File: src/rtl/div_req_ctrl_pkg.sv
// Shared types and constants for the divide request controller.
package div_pkg;

  localparam int XLEN = 32;
  localparam int OP_W = 2;

  localparam logic [OP_W-1:0] DIV_OP_DIV  = 2'd0;
  localparam logic [OP_W-1:0] DIV_OP_DIVU = 2'd1;
  localparam logic [OP_W-1:0] DIV_OP_REM  = 2'd2;
  localparam logic [OP_W-1:0] DIV_OP_REMU = 2'd3;

  localparam logic [XLEN-1:0] XLEN_ONES = 32'hFFFF_FFFF;
  localparam logic [XLEN-1:0] INT_MIN   = 32'h8000_0000;
  localparam logic [XLEN-1:0] XLEN_ZERO = 32'h0000_0000;
  localparam logic [XLEN-1:0] XLEN_ONE  = 32'h0000_0001;

  typedef enum logic [2:0] {
    ST_IDLE  = 3'd0,
    ST_ISSUE = 3'd1,
    ST_WAIT  = 3'd2,
    ST_DRAIN = 3'd3,
    ST_RESP  = 3'd4
  } div_state_t;

  // Two's-complement negation, wrapping mod 2^XLEN.
  function automatic logic [XLEN-1:0] twos_neg(input logic [XLEN-1:0] v);
    return ~v + XLEN_ONE;
  endfunction

endpackage

File: src/rtl/div_req_ctrl_if.sv
// Request/response and divider handshake bundle for div_req_ctrl.
// master = the controller, slave = execute stage plus divider.
interface div_req_ctrl_if;
  import div_pkg::*;

  logic            req_vld_i;
  logic            req_rdy_o;
  logic [OP_W-1:0] op_i;
  logic [XLEN-1:0] rs1_i;
  logic [XLEN-1:0] rs2_i;
  logic            kill_i;
  logic            rsp_vld_o;
  logic            rsp_rdy_i;
  logic [XLEN-1:0] rsp_data_o;
  logic            div_vld_o;
  logic [XLEN-1:0] div1_o;
  logic [XLEN-1:0] div2_o;
  logic [XLEN-1:0] div_q_i;
  logic [XLEN-1:0] div_r_i;
  logic            div_rdy_i;

  modport master (
    input  req_vld_i, op_i, rs1_i, rs2_i, kill_i, rsp_rdy_i,
    input  div_q_i, div_r_i, div_rdy_i,
    output req_rdy_o, rsp_vld_o, rsp_data_o, div_vld_o, div1_o, div2_o
  );

  modport slave (
    output req_vld_i, op_i, rs1_i, rs2_i, kill_i, rsp_rdy_i,
    output div_q_i, div_r_i, div_rdy_i,
    input  req_rdy_o, rsp_vld_o, rsp_data_o, div_vld_o, div1_o, div2_o
  );

endinterface

File: src/rtl/div_req_ctrl_operand_prep.sv
// Operand preparation: magnitudes, result sign flags and the two cases
// (zero divisor, signed overflow) that are answered without the divider.
module div_operand_prep
  import div_pkg::*;
(
  input  logic [OP_W-1:0] op,
  input  logic [XLEN-1:0] rs1,
  input  logic [XLEN-1:0] rs2,
  output logic [XLEN-1:0] mag1,
  output logic [XLEN-1:0] mag2,
  output logic            neg_q,
  output logic            neg_r,
  output logic            is_rem,
  output logic            special,
  output logic [XLEN-1:0] special_data
);

  logic is_signed_s;

  // Decode the operation into signedness and quotient/remainder selection.
  always_comb begin
    is_signed_s = 1'b0;
    is_rem      = 1'b0;
    case (op)
      DIV_OP_DIV:  begin is_signed_s = 1'b1; is_rem = 1'b0; end
      DIV_OP_DIVU: begin is_signed_s = 1'b0; is_rem = 1'b0; end
      DIV_OP_REM:  begin is_signed_s = 1'b1; is_rem = 1'b1; end
      DIV_OP_REMU: begin is_signed_s = 1'b0; is_rem = 1'b1; end
      default:     begin is_signed_s = 1'b0; is_rem = 1'b0; end
    endcase
  end

  // Magnitudes and sign flags; unsigned ops pass the raw operands through.
  always_comb begin
    neg_q = is_signed_s & (rs1[XLEN-1] ^ rs2[XLEN-1]);
    neg_r = is_signed_s & rs1[XLEN-1];
    if (is_signed_s && rs1[XLEN-1]) mag1 = twos_neg(rs1);
    else                            mag1 = rs1;
    if (is_signed_s && rs2[XLEN-1]) mag2 = twos_neg(rs2);
    else                            mag2 = rs2;
  end

  // Locally resolved cases; the divider must never see a zero divisor.
  always_comb begin
    if (rs2 == XLEN_ZERO) begin
      special = 1'b1;
      if (is_rem) special_data = rs1;
      else        special_data = XLEN_ONES;
    end else if (is_signed_s && (rs1 == INT_MIN) && (rs2 == XLEN_ONES)) begin
      special = 1'b1;
      if (is_rem) special_data = XLEN_ZERO;
      else        special_data = INT_MIN;
    end else begin
      special      = 1'b0;
      special_data = XLEN_ZERO;
    end
  end

endmodule

File: src/rtl/div_req_ctrl.sv
// Requester-side controller for the iterative 32-bit unsigned divider.
// One operation outstanding at a time; signed ops are divided as
// magnitudes and sign-corrected on the way back.
module div_req_ctrl
  import div_pkg::*;
(
  input  logic           clk,
  input  logic           rst_n,
  div_req_ctrl_if.master bus
);

  div_state_t      state_r;
  logic            req_rdy_r;
  logic            rsp_vld_r;
  logic [XLEN-1:0] rsp_data_r;
  logic            div_vld_r;
  logic [XLEN-1:0] div1_r;
  logic [XLEN-1:0] div2_r;
  logic            is_rem_r;
  logic            neg_q_r;
  logic            neg_r_r;

  logic [XLEN-1:0] mag1_s;
  logic [XLEN-1:0] mag2_s;
  logic            neg_q_s;
  logic            neg_r_s;
  logic            is_rem_s;
  logic            special_s;
  logic [XLEN-1:0] special_data_s;
  logic [XLEN-1:0] result_s;

  div_operand_prep u_prep (
    .op           (bus.op_i),
    .rs1          (bus.rs1_i),
    .rs2          (bus.rs2_i),
    .mag1         (mag1_s),
    .mag2         (mag2_s),
    .neg_q        (neg_q_s),
    .neg_r        (neg_r_s),
    .is_rem       (is_rem_s),
    .special      (special_s),
    .special_data (special_data_s)
  );

  // Sign-correct the divider output for the captured operation.
  always_comb begin
    if (is_rem_r) begin
      if (neg_r_r) result_s = twos_neg(bus.div_r_i);
      else         result_s = bus.div_r_i;
    end else begin
      if (neg_q_r) result_s = twos_neg(bus.div_q_i);
      else         result_s = bus.div_q_i;
    end
  end

  // Control FSM; kill takes priority over divider done and response accept.
  always_ff @(posedge clk or negedge rst_n) begin
    if (!rst_n) begin
      state_r    <= ST_IDLE;
      req_rdy_r  <= 1'b1;
      rsp_vld_r  <= 1'b0;
      rsp_data_r <= XLEN_ZERO;
      div_vld_r  <= 1'b0;
      div1_r     <= XLEN_ZERO;
      div2_r     <= XLEN_ZERO;
      is_rem_r   <= 1'b0;
      neg_q_r    <= 1'b0;
      neg_r_r    <= 1'b0;
    end else begin
      case (state_r)
        ST_IDLE: begin
          if (bus.req_vld_i && req_rdy_r && !bus.kill_i) begin
            is_rem_r  <= is_rem_s;
            neg_q_r   <= neg_q_s;
            neg_r_r   <= neg_r_s;
            div1_r    <= mag1_s;
            div2_r    <= mag2_s;
            req_rdy_r <= 1'b0;
            if (special_s) begin
              rsp_data_r <= special_data_s;
              rsp_vld_r  <= 1'b1;
              state_r    <= ST_RESP;
            end else begin
              div_vld_r <= 1'b1;
              state_r   <= ST_ISSUE;
            end
          end
        end
        ST_ISSUE: begin
          // The start pulse goes out even when killed: the divider cannot abort.
          div_vld_r <= 1'b0;
          if (bus.kill_i) state_r <= ST_DRAIN;
          else            state_r <= ST_WAIT;
        end
        ST_WAIT: begin
          if (bus.kill_i) begin
            state_r <= ST_DRAIN;
          end else if (bus.div_rdy_i) begin
            rsp_data_r <= result_s;
            rsp_vld_r  <= 1'b1;
            state_r    <= ST_RESP;
          end
        end
        ST_DRAIN: begin
          if (bus.div_rdy_i) begin
            req_rdy_r <= 1'b1;
            state_r   <= ST_IDLE;
          end
        end
        ST_RESP: begin
          if (bus.kill_i || bus.rsp_rdy_i) begin
            rsp_vld_r <= 1'b0;
            req_rdy_r <= 1'b1;
            state_r   <= ST_IDLE;
          end
        end
        default: begin
          state_r   <= ST_IDLE;
          req_rdy_r <= 1'b1;
          rsp_vld_r <= 1'b0;
          div_vld_r <= 1'b0;
        end
      endcase
    end
  end

  assign bus.req_rdy_o  = req_rdy_r;
  assign bus.rsp_vld_o  = rsp_vld_r;
  assign bus.rsp_data_o = rsp_data_r;
  assign bus.div_vld_o  = div_vld_r;
  assign bus.div1_o     = div1_r;
  assign bus.div2_o     = div2_r;

endmodule

File: src/flat_wrapper.sv
// flat-port wrapper written by rule: the top's interface ports become plain ports
module div_req_ctrl_flat import div_pkg::*;
  (clk, rst_n, bus_req_vld_i, bus_op_i, bus_rs1_i, bus_rs2_i, bus_kill_i, bus_rsp_rdy_i, bus_div_q_i, bus_div_r_i, bus_div_rdy_i, bus_req_rdy_o, bus_rsp_vld_o, bus_rsp_data_o, bus_div_vld_o, bus_div1_o, bus_div2_o);
  div_req_ctrl_if bus_i ();
  input  logic clk;
  input  logic rst_n;
  input wire logic [$bits(bus_i.req_vld_i)-1:0] bus_req_vld_i;
  input wire logic [$bits(bus_i.op_i)-1:0] bus_op_i;
  input wire logic [$bits(bus_i.rs1_i)-1:0] bus_rs1_i;
  input wire logic [$bits(bus_i.rs2_i)-1:0] bus_rs2_i;
  input wire logic [$bits(bus_i.kill_i)-1:0] bus_kill_i;
  input wire logic [$bits(bus_i.rsp_rdy_i)-1:0] bus_rsp_rdy_i;
  input wire logic [$bits(bus_i.div_q_i)-1:0] bus_div_q_i;
  input wire logic [$bits(bus_i.div_r_i)-1:0] bus_div_r_i;
  input wire logic [$bits(bus_i.div_rdy_i)-1:0] bus_div_rdy_i;
  output wire logic [$bits(bus_i.req_rdy_o)-1:0] bus_req_rdy_o;
  output wire logic [$bits(bus_i.rsp_vld_o)-1:0] bus_rsp_vld_o;
  output wire logic [$bits(bus_i.rsp_data_o)-1:0] bus_rsp_data_o;
  output wire logic [$bits(bus_i.div_vld_o)-1:0] bus_div_vld_o;
  output wire logic [$bits(bus_i.div1_o)-1:0] bus_div1_o;
  output wire logic [$bits(bus_i.div2_o)-1:0] bus_div2_o;
  assign bus_i.req_vld_i = bus_req_vld_i;
  assign bus_i.op_i = bus_op_i;
  assign bus_i.rs1_i = bus_rs1_i;
  assign bus_i.rs2_i = bus_rs2_i;
  assign bus_i.kill_i = bus_kill_i;
  assign bus_i.rsp_rdy_i = bus_rsp_rdy_i;
  assign bus_i.div_q_i = bus_div_q_i;
  assign bus_i.div_r_i = bus_div_r_i;
  assign bus_i.div_rdy_i = bus_div_rdy_i;
  assign bus_req_rdy_o = bus_i.req_rdy_o;
  assign bus_rsp_vld_o = bus_i.rsp_vld_o;
  assign bus_rsp_data_o = bus_i.rsp_data_o;
  assign bus_div_vld_o = bus_i.div_vld_o;
  assign bus_div1_o = bus_i.div1_o;
  assign bus_div2_o = bus_i.div2_o;
  div_req_ctrl u_core (.clk(clk), .rst_n(rst_n), .bus(bus_i));
endmodule
File: config.mk
export PLATFORM = sky130hd
export DESIGN_NAME = div_req_ctrl_flat
export DESIGN_NICKNAME = d
export VERILOG_FILES = /design/src/rtl/div_req_ctrl_pkg.sv /design/src/rtl/div_req_ctrl_if.sv /design/src/rtl/div_req_ctrl_operand_prep.sv /design/src/rtl/div_req_ctrl.sv /design/src/flat_wrapper.sv
export SDC_FILE = /design/constraint.sdc
export NUM_CORES = 1
export LEC_CHECK = 0
export ABC_AREA = 1
export BUFFER_PORTS_ARGS = -buffer_cell sky130_fd_sc_hd__buf_2
export CAP_MARGIN = 20
export CORE_ASPECT_RATIO = 0.9
export CORE_MARGIN = 4
export CORE_UTILIZATION = 35
export CTS_BUF_LIST = sky130_fd_sc_hd__clkbuf_4
export DETAILED_ROUTE_END_ITERATION = 6
export HOLD_SLACK_MARGIN = 0.15
export PLACE_DENSITY = 0.57
export SLEW_MARGIN = 20
export SYNTH_ARGS = -nofsm -noshare
export SYNTH_HDL_FRONTEND = slang
export SYNTH_HIERARCHICAL = 1
export SYNTH_SLANG_ARGS = --single-unit
File: constraint.sdc
create_clock -name clk -period 1.44 [get_ports clk]
set_input_delay 0 -clock clk [delete_from_list [all_inputs] [get_ports clk]]
set_output_delay 0 -clock clk [all_outputs]
set_load 0.05 [all_outputs]
### Word-level counts from Yosys, hierarchy flattened

Index checks and enable logic that the tools add are counted.

| cells by class | value |
|---|---|
| add/sub/neg operators | 4 |
| eq/ne operators | 17 |
| multiplexer cells | 38 |
| bitwise operators | 10 |
| reductions and logical operators | 25 |

Operators by type and width:

| kind | count |
|---|---|
| $mux W32 | 13 |
| $add A32 B1 Y32 const B | 4 |
| $not A32 Y32 | 4 |
| $eq A32 B32 Y1 const B | 2 |
| $pmux W32 S2 | 1 |
| $logic_not A32 Y1 | 1 |
| $mux W3 | 6 |
| $pmux W3 S5 | 1 |
| $mux W1 | 12 |
| $reduce_or A2 Y1 | 6 |
| $ne A2 B2 Y1 const B | 4 |
| $pmux W1 S4 | 2 |
| $reduce_and A4 Y1 | 2 |
| $eq A3 B2 Y1 const B | 2 |
| $logic_and A1 B1 Y1 | 6 |
| $ne A2 B1 Y1 const B | 3 |
| $pmux W1 S2 | 3 |
| $reduce_and A6 Y1 | 1 |
| $reduce_and A5 Y1 | 1 |
| $eq A2 B2 Y1 const B | 2 |
| $eq A3 B1 Y1 const B | 1 |
| $eq A3 B3 Y1 const B | 1 |
| $logic_not A3 Y1 | 1 |
| $ne A3 B3 Y1 const B | 1 |
| other kinds (11) | 14 |

| word-level totals | value |
|---|---|
| register bits after elaboration | 105 |
| input bits | 136 |
| output and inout port bits | 99 |
| word-level logic and storage cells | 104 |

### Longest topological paths before layout

| depth | value |
|---|---|
| depth in word-level cells | 10 |
| depth in mapped cells | 16 |
| depth with buffers taken out | 14 |

### Cells and area by module

The synthesis kept the hierarchy.

Modules (own cells, without submodules):

| module | times used | cells an instance | area each (µm²) | sequential area each (µm²) |
|---|---|---|---|---|
| div_req_ctrl | 1 | 1,073 | 6,678.9 | 2,628.8 |
| div_operand_prep | 1 | 479 | 2,378.5 | 0.0 |

### Worst setup path before layout

OpenSTA, ideal clock, no wires.

| timing path | value |
|---|---|
| kind | register to register |
| from | register u_core.req_rdy_r, in the netlist u_core/bus.req_rdy_o |
| to | register u_core.rsp_data_r[3], in the netlist u_core/bus.rsp_data_o[3] |
| library setup time | 0.122 ns |
| arrival | 1.575 ns |
| data required time | 1.318 ns |
| setup slack | -0.257 ns |
| stages on the path, launching flop included | 9 |
| buffers on the path | 1 |
| clock period less this slack | 1.697 ns |
| path through | dfstp_2 nand3_2 nor2_8 inv_2 o21ai_2 nand2_2 buf_2 a21oi_1 a21oi_1 |

| between the ends | value |
|---|---|
| cells in the longest elaborated chain, start to end | 4 |

RTL lines:

| item | RTL line | RTL |
|---|---|---|
| from (decl) | div_req_ctrl.sv:13 | `logic req_rdy_r;` |
| from (signal assigned) | div_req_ctrl.sv:60 | `req_rdy_r <= 1'b1;` |
| from (signal assigned) | div_req_ctrl.sv:78 | `req_rdy_r <= 1'b0;` |
| from (signal assigned) | div_req_ctrl.sv:106 | `req_rdy_r <= 1'b1;` |
| $logic_and A1 B1 Y1 (2 in series) | div_req_ctrl.sv:72 | `if (bus.req_vld_i && req_rdy_r && !bus.kill_i) begin` |
| $ne A2 B1 Y1 (no source line) | n/a |  |
| $reduce_and A5 Y1 (no source line) | n/a |  |
| to (signal assigned) | div_req_ctrl.sv:80 | `rsp_data_r <= special_data_s;` |
| to (signal assigned) | div_req_ctrl.sv:99 | `rsp_data_r <= result_s;` |
| to (decl) | div_req_ctrl.sv:15 | `logic [XLEN-1:0] rsp_data_r;` |

No other way between the ends.
A chain may end at the register's enable or synchronous reset.

### Final worst setup path

| timing path | value |
|---|---|
| from | register u_core.state_r[0] |
| to | register u_core.rsp_data_r[1], in the netlist u_core/bus.rsp_data_o[1] |

| between the ends | value |
|---|---|
| cells in the longest elaborated chain, start to end | 3 |
| elaborated cells between the ends (all ways) | 9 |
| classes of those cells | 5 x eq/ne; 1 x mux; 3 x reduce/logical |

RTL lines:

| item | RTL line | RTL |
|---|---|---|
| from (decl) | div_req_ctrl.sv:12 | `div_state_t state_r;` |
| from (signal assigned) | div_req_ctrl.sv:59 | `state_r <= ST_IDLE;` |
| from (signal assigned) | div_req_ctrl.sv:82 | `state_r <= ST_RESP;` |
| from (signal assigned) | div_req_ctrl.sv:85 | `state_r <= ST_ISSUE;` |
| $eq A3 B2 Y1 / $logic_not A3 Y1 (equally long branches) | div_req_ctrl.sv:70 | `case (state_r)` |
| $ne A2 B2 Y1 (no source line), or another cell as far along | n/a |  |
| $reduce_and A5 Y1 (no source line) | n/a |  |

Several ways; a longest one is shown, not always the timed one.

==> results by group <==
Status
  • Status: complete, but fails checks
  • Violated checks: design-rule violations, negative setup slack

Timing
  • Fin Hold WS: 0.172 ns
  • Worst Tran Pin Value: 0.462 ns
  • Setup violations, final: 103
  • Final slew viol count: 0
  • Setup WS post-layout: -0.176 ns
  • Final Hold Vio Count: 0
  • Fmax: 619 MHz
  • Period minus WS final: 1.62 ns
  • Slew HR: 69.2%
  • Final period utilization: 112%
  • Setup Skew: 0.0315 ns
  • RSZ-0062 raised after global routing: yes

Final layout
  • Final Util: 56.5%
  • Layout cells sized above 1: 26.0%
  • NumNets Final: 2246
  • Fin cells: 2453
  • Syn-to-layout area delta: 58.0%

Floorplanning
  • Std-Cell Rows: 55
  • Die Ht: 161 um
  • Die span in x: 178 um
  • Top-Level Pins: 235
  • Die ar.: 0.0285 mm2
  • Initial Utilization: 35.8%
  • Core ar.: 0.0253 mm2

Synth
  • Mux cell area share after synthesis: 0%
  • Net Count, Synth: 1693
  • Top_reg_cell synth: dfrtp_1
  • Post-synthesis sequential area ratio: 29.0%
  • Post-synth EDFFs: 0
  • Avg Cell Area, Syn: 5.84 um2
  • Yosys cell types: 39
  • Syn Inst Count: 1552
  • FFs w/ async S/R, synth: 100%
  • Synth Cell Area: 0.00906 mm2
  • Xor/xnor share of the synthesized area: 4.06%
  • Simple-gate share of the synthesized area: 50.0%
  • Synth Area in Compound Gates: 8.40%
  • Syn. warnings: 6
  • Post-synthesis adder-cell area fraction: 0.691%
  • Yosys reg bits: 105
  • Main combinational cell family by area after synthesis: simple AND/OR/NAND/NOR gates

Placement
  • Placer Congestion: 0.964
  • Number of port buffers: 234
  • Pre-CTS WS: -0.495 ns
  • Dpl cells: 2243
  • Hpwl dp: 28100 um

Hold path
  • Hold path depth: 7
  • Worst min path class: in2reg

Power
  • Max rail drop VDD: 748 uV
  • Clock share of power: 6.7%
  • Pwr/cell area: 1580 mW/mm2
  • Internal Power: 9.73 mW
  • Sequential fraction of design power: 22.9%
  • Pwr Total: 22.6 mW
  • Pleak: 7.35 nW
  • Switching pwr: 12.8 mW
  • Logic pwr share: 70.4%
  • Sw Ratio: 56.9%

Critical path
  • Reg2Reg Setup Slack: -0.18 ns
  • CP Launch Type: register
  • Slowest stage cell, crit path: dfrtp_1
  • Critical Path RT: 1.85 ns
  • Critical Path AT: 2.03 ns
  • Critical path endpoint category: register
  • CP max FO: 8
  • Cells on worst reg2reg path: 8
  • Slowest stage delay, CP: 0.45 ns
  • WS Path Type: reg2reg
  • Cells along the critical path: nor2_4 > nand2_4 > o22ai_2 > inv_2 > nand2_8 > buf_8 > a21oi_2 > a21oi_1

Clock tree
  • CTS clk-pin slew, worst paths: 0.19 ns
  • H-tree depth: 3
  • Clk sinks: 105
  • CTS tree: yes
  • CTS Buffer Depth: 2
  • Worst skew pair latency: 0.50 ns
  • Clk Tree Root Cell: clkbuf_4
  • CTS Buf Count: 9

GRT
  • First-pass GRT wire length: 59200 um
  • Number of global-route vias before repair: 11456
  • Met1 Resource Use GR: 36.9%
  • GRT busiest layer: met2
  • GR Overflow Total: 0
  • Initial antenna violation count: 2
  • Global Route Usage Sum: 25.5%
  • Met3 Use GR: 2.71%
  • M2 GR Usage: 41.1%
  • Largest net degree at the start of global routing: 63

Route
  • Routed Antenna Nets: 0
  • Vias: 12104
  • DR iter-0 viols: 1154
  • 1st-pass router iterations: 7
  • Wire per inst: 15.6 um
  • Via/cell ratio: 4.93
  • Drt drc: 1
  • Routed Wire Length: 38300 um

Run
  • Max-cap violations: 0
[per-stage QoR]
step	area (um2)	setup TNS, ns
after global placement	11800	-22.03
after floorplan	9080	-10.98
after global routing	14300	-18.10
after detailed placement	11800	-24.83
after CTS	13700	-2.90
final	14300	-9.74
[layout make-up]
cell class	instances	area, um2
antenna	1	2.50
clock buffer	9	67.6
clock inverter	7	61.3
fill	2539	11000
inverter	113	443
multi-input combinational	1278	5960
sequential	105	2630
tap	342	428
timing repair buffer	597	4720
timing repair inverter	1	8.76
[placed cells by master, fill, tap and decap left out, types with 4 or more instances in the layout]
master and count:
clkbuf_16 9, dfrtp_1 103, a21oi_1 19, nand3_1 127
buf_12 14, o211ai_1 4, nor2_4 10, clkbuf_4 9
nand3_2 6, xnor2_1 11, a21oi_2 24, nor2_2 24
buf_2 232, dlygate4sd3_1 169, inv_1 101, xor2_1 31
nor3_1 4, buf_6 5, nand2_1 621, nand2_2 7
ha_1 5, inv_2 9, nor2_1 254, nand3b_1 19
o21ai_1 27, o21ai_0 42, nand4_1 16, buf_4 164
[power by group through the flow]
stage                     registers (mW)  logic [mW]  clock network (mW)
after floorplan                     9.36        5.34                   0
after global placement              5.22        13.9                   0
after detailed placement            5.22        14.1                   0
after CTS                           5.16        14.7                1.58
after global routing                5.35        17.1                1.69
final                               5.18        15.9                1.51
[cell families after synthesis]
family,after synthesis
and+or+nand+nor,1100
xor gates and xnor gates,42
buffers and inverters,169
DFF,105
AOI/OAI and AO/OA,131
adders and majority gates,5
[sequential cells by signal, summed over array words and instances, names as in the netlist]
register               count
u_core/bus.div1_o         32
u_core/bus.div2_o         32
u_core/bus.rsp_data_o     32
u_core/state_r             3
u_core/bus.div_vld_o       1
u_core/bus.req_rdy_o       1
u_core/bus.rsp_vld_o       1
u_core/is_rem_r            1
u_core/neg_q_r             1
u_core/neg_r_r             1
[metal layers]
metal | share of wire [%] | vias up | routed length (um)
met2 | 45 | 496 | 17200
met1 | 46 | 5565 | 17600
li1 | - | 5997 | -
met4 | 2.0 | 2 | 752
met5 | 0.034 | - | 13
met3 | 7.2 | 44 | 2750
[critical path: cells and delay by family (launching register included)]
| kind | cells | cell delay, ns |
|---|---|---|
| AND/OR/NAND/NOR | 3 | 0.45 |
| flip-flops | 1 | 0.45 |
| AO/OA/AOI/OAI | 3 | 0.38 |
| buffers and inverters | 2 | 0.25 |
[cell usage after synthesis, types with 2 or more instances]
cell | n | area [um2]
a21oi_1 | 27 | 135
a21oi_2 | 18 | 158
a31oi_1 | 2 | 12.5
and2_1 | 2 | 12.5
buf_1 | 12 | 45.0
buf_2 | 24 | 120
buf_4 | 3 | 22.5
buf_6 | 5 | 56.3
clkbuf_1 | 12 | 45.0
dfrtp_1 | 104 | 2600
ha_1 | 5 | 62.6
inv_1 | 105 | 394
inv_2 | 8 | 30.0
nand2_1 | 628 | 2360
nand2_2 | 3 | 18.8
nand3_1 | 133 | 666
nand3b_1 | 19 | 143
nand4_1 | 16 | 100
nor2_1 | 274 | 1030
nor2_2 | 10 | 62.6
nor2_4 | 4 | 45.0
nor3_1 | 5 | 25.0
o211ai_1 | 4 | 30.0
o21ai_0 | 46 | 230
o21ai_1 | 25 | 125
o21ai_2 | 3 | 26.3
o22ai_1 | 2 | 12.5
or2_2 | 2 | 12.5
xnor2_1 | 11 | 96.3
xor2_1 | 31 | 272
[worst paths after layout]
kind	from	to
hold / removal	bus_op_i[0]	u_core/bus.div1_o[10]$_DFFE_PN0P_
min in group asynchronous	rst_n	u_core/bus.div1_o[0]$_DFFE_PN0P_
setup / recovery	u_core/state_r[0]$_DFFE_PN0P_	u_core/bus.rsp_data_o[1]$_DFFE_PN0P_
hold reg to reg	u_core/bus.div1_o[29]$_DFFE_PN0P_	u_core/bus.div1_o[29]$_DFFE_PN0P_
max in group asynchronous	rst_n	u_core/neg_q_r$_DFFE_PN0P_
setup reg to reg	u_core/state_r[0]$_DFFE_PN0P_	u_core/bus.rsp_data_o[1]$_DFFE_PN0P_
[repair_timing]
action	4_1_cts	5_1_grt
gates resized for setup	21	72
cloned	0	12
hold buffers	169	0
endpoints found under the setup margin	104	103
buffers inserted	1	12
pin swaps	3	14
endpoints found under the hold margin	210	0
Note: power is estimated with default switching activity, not from simulation.
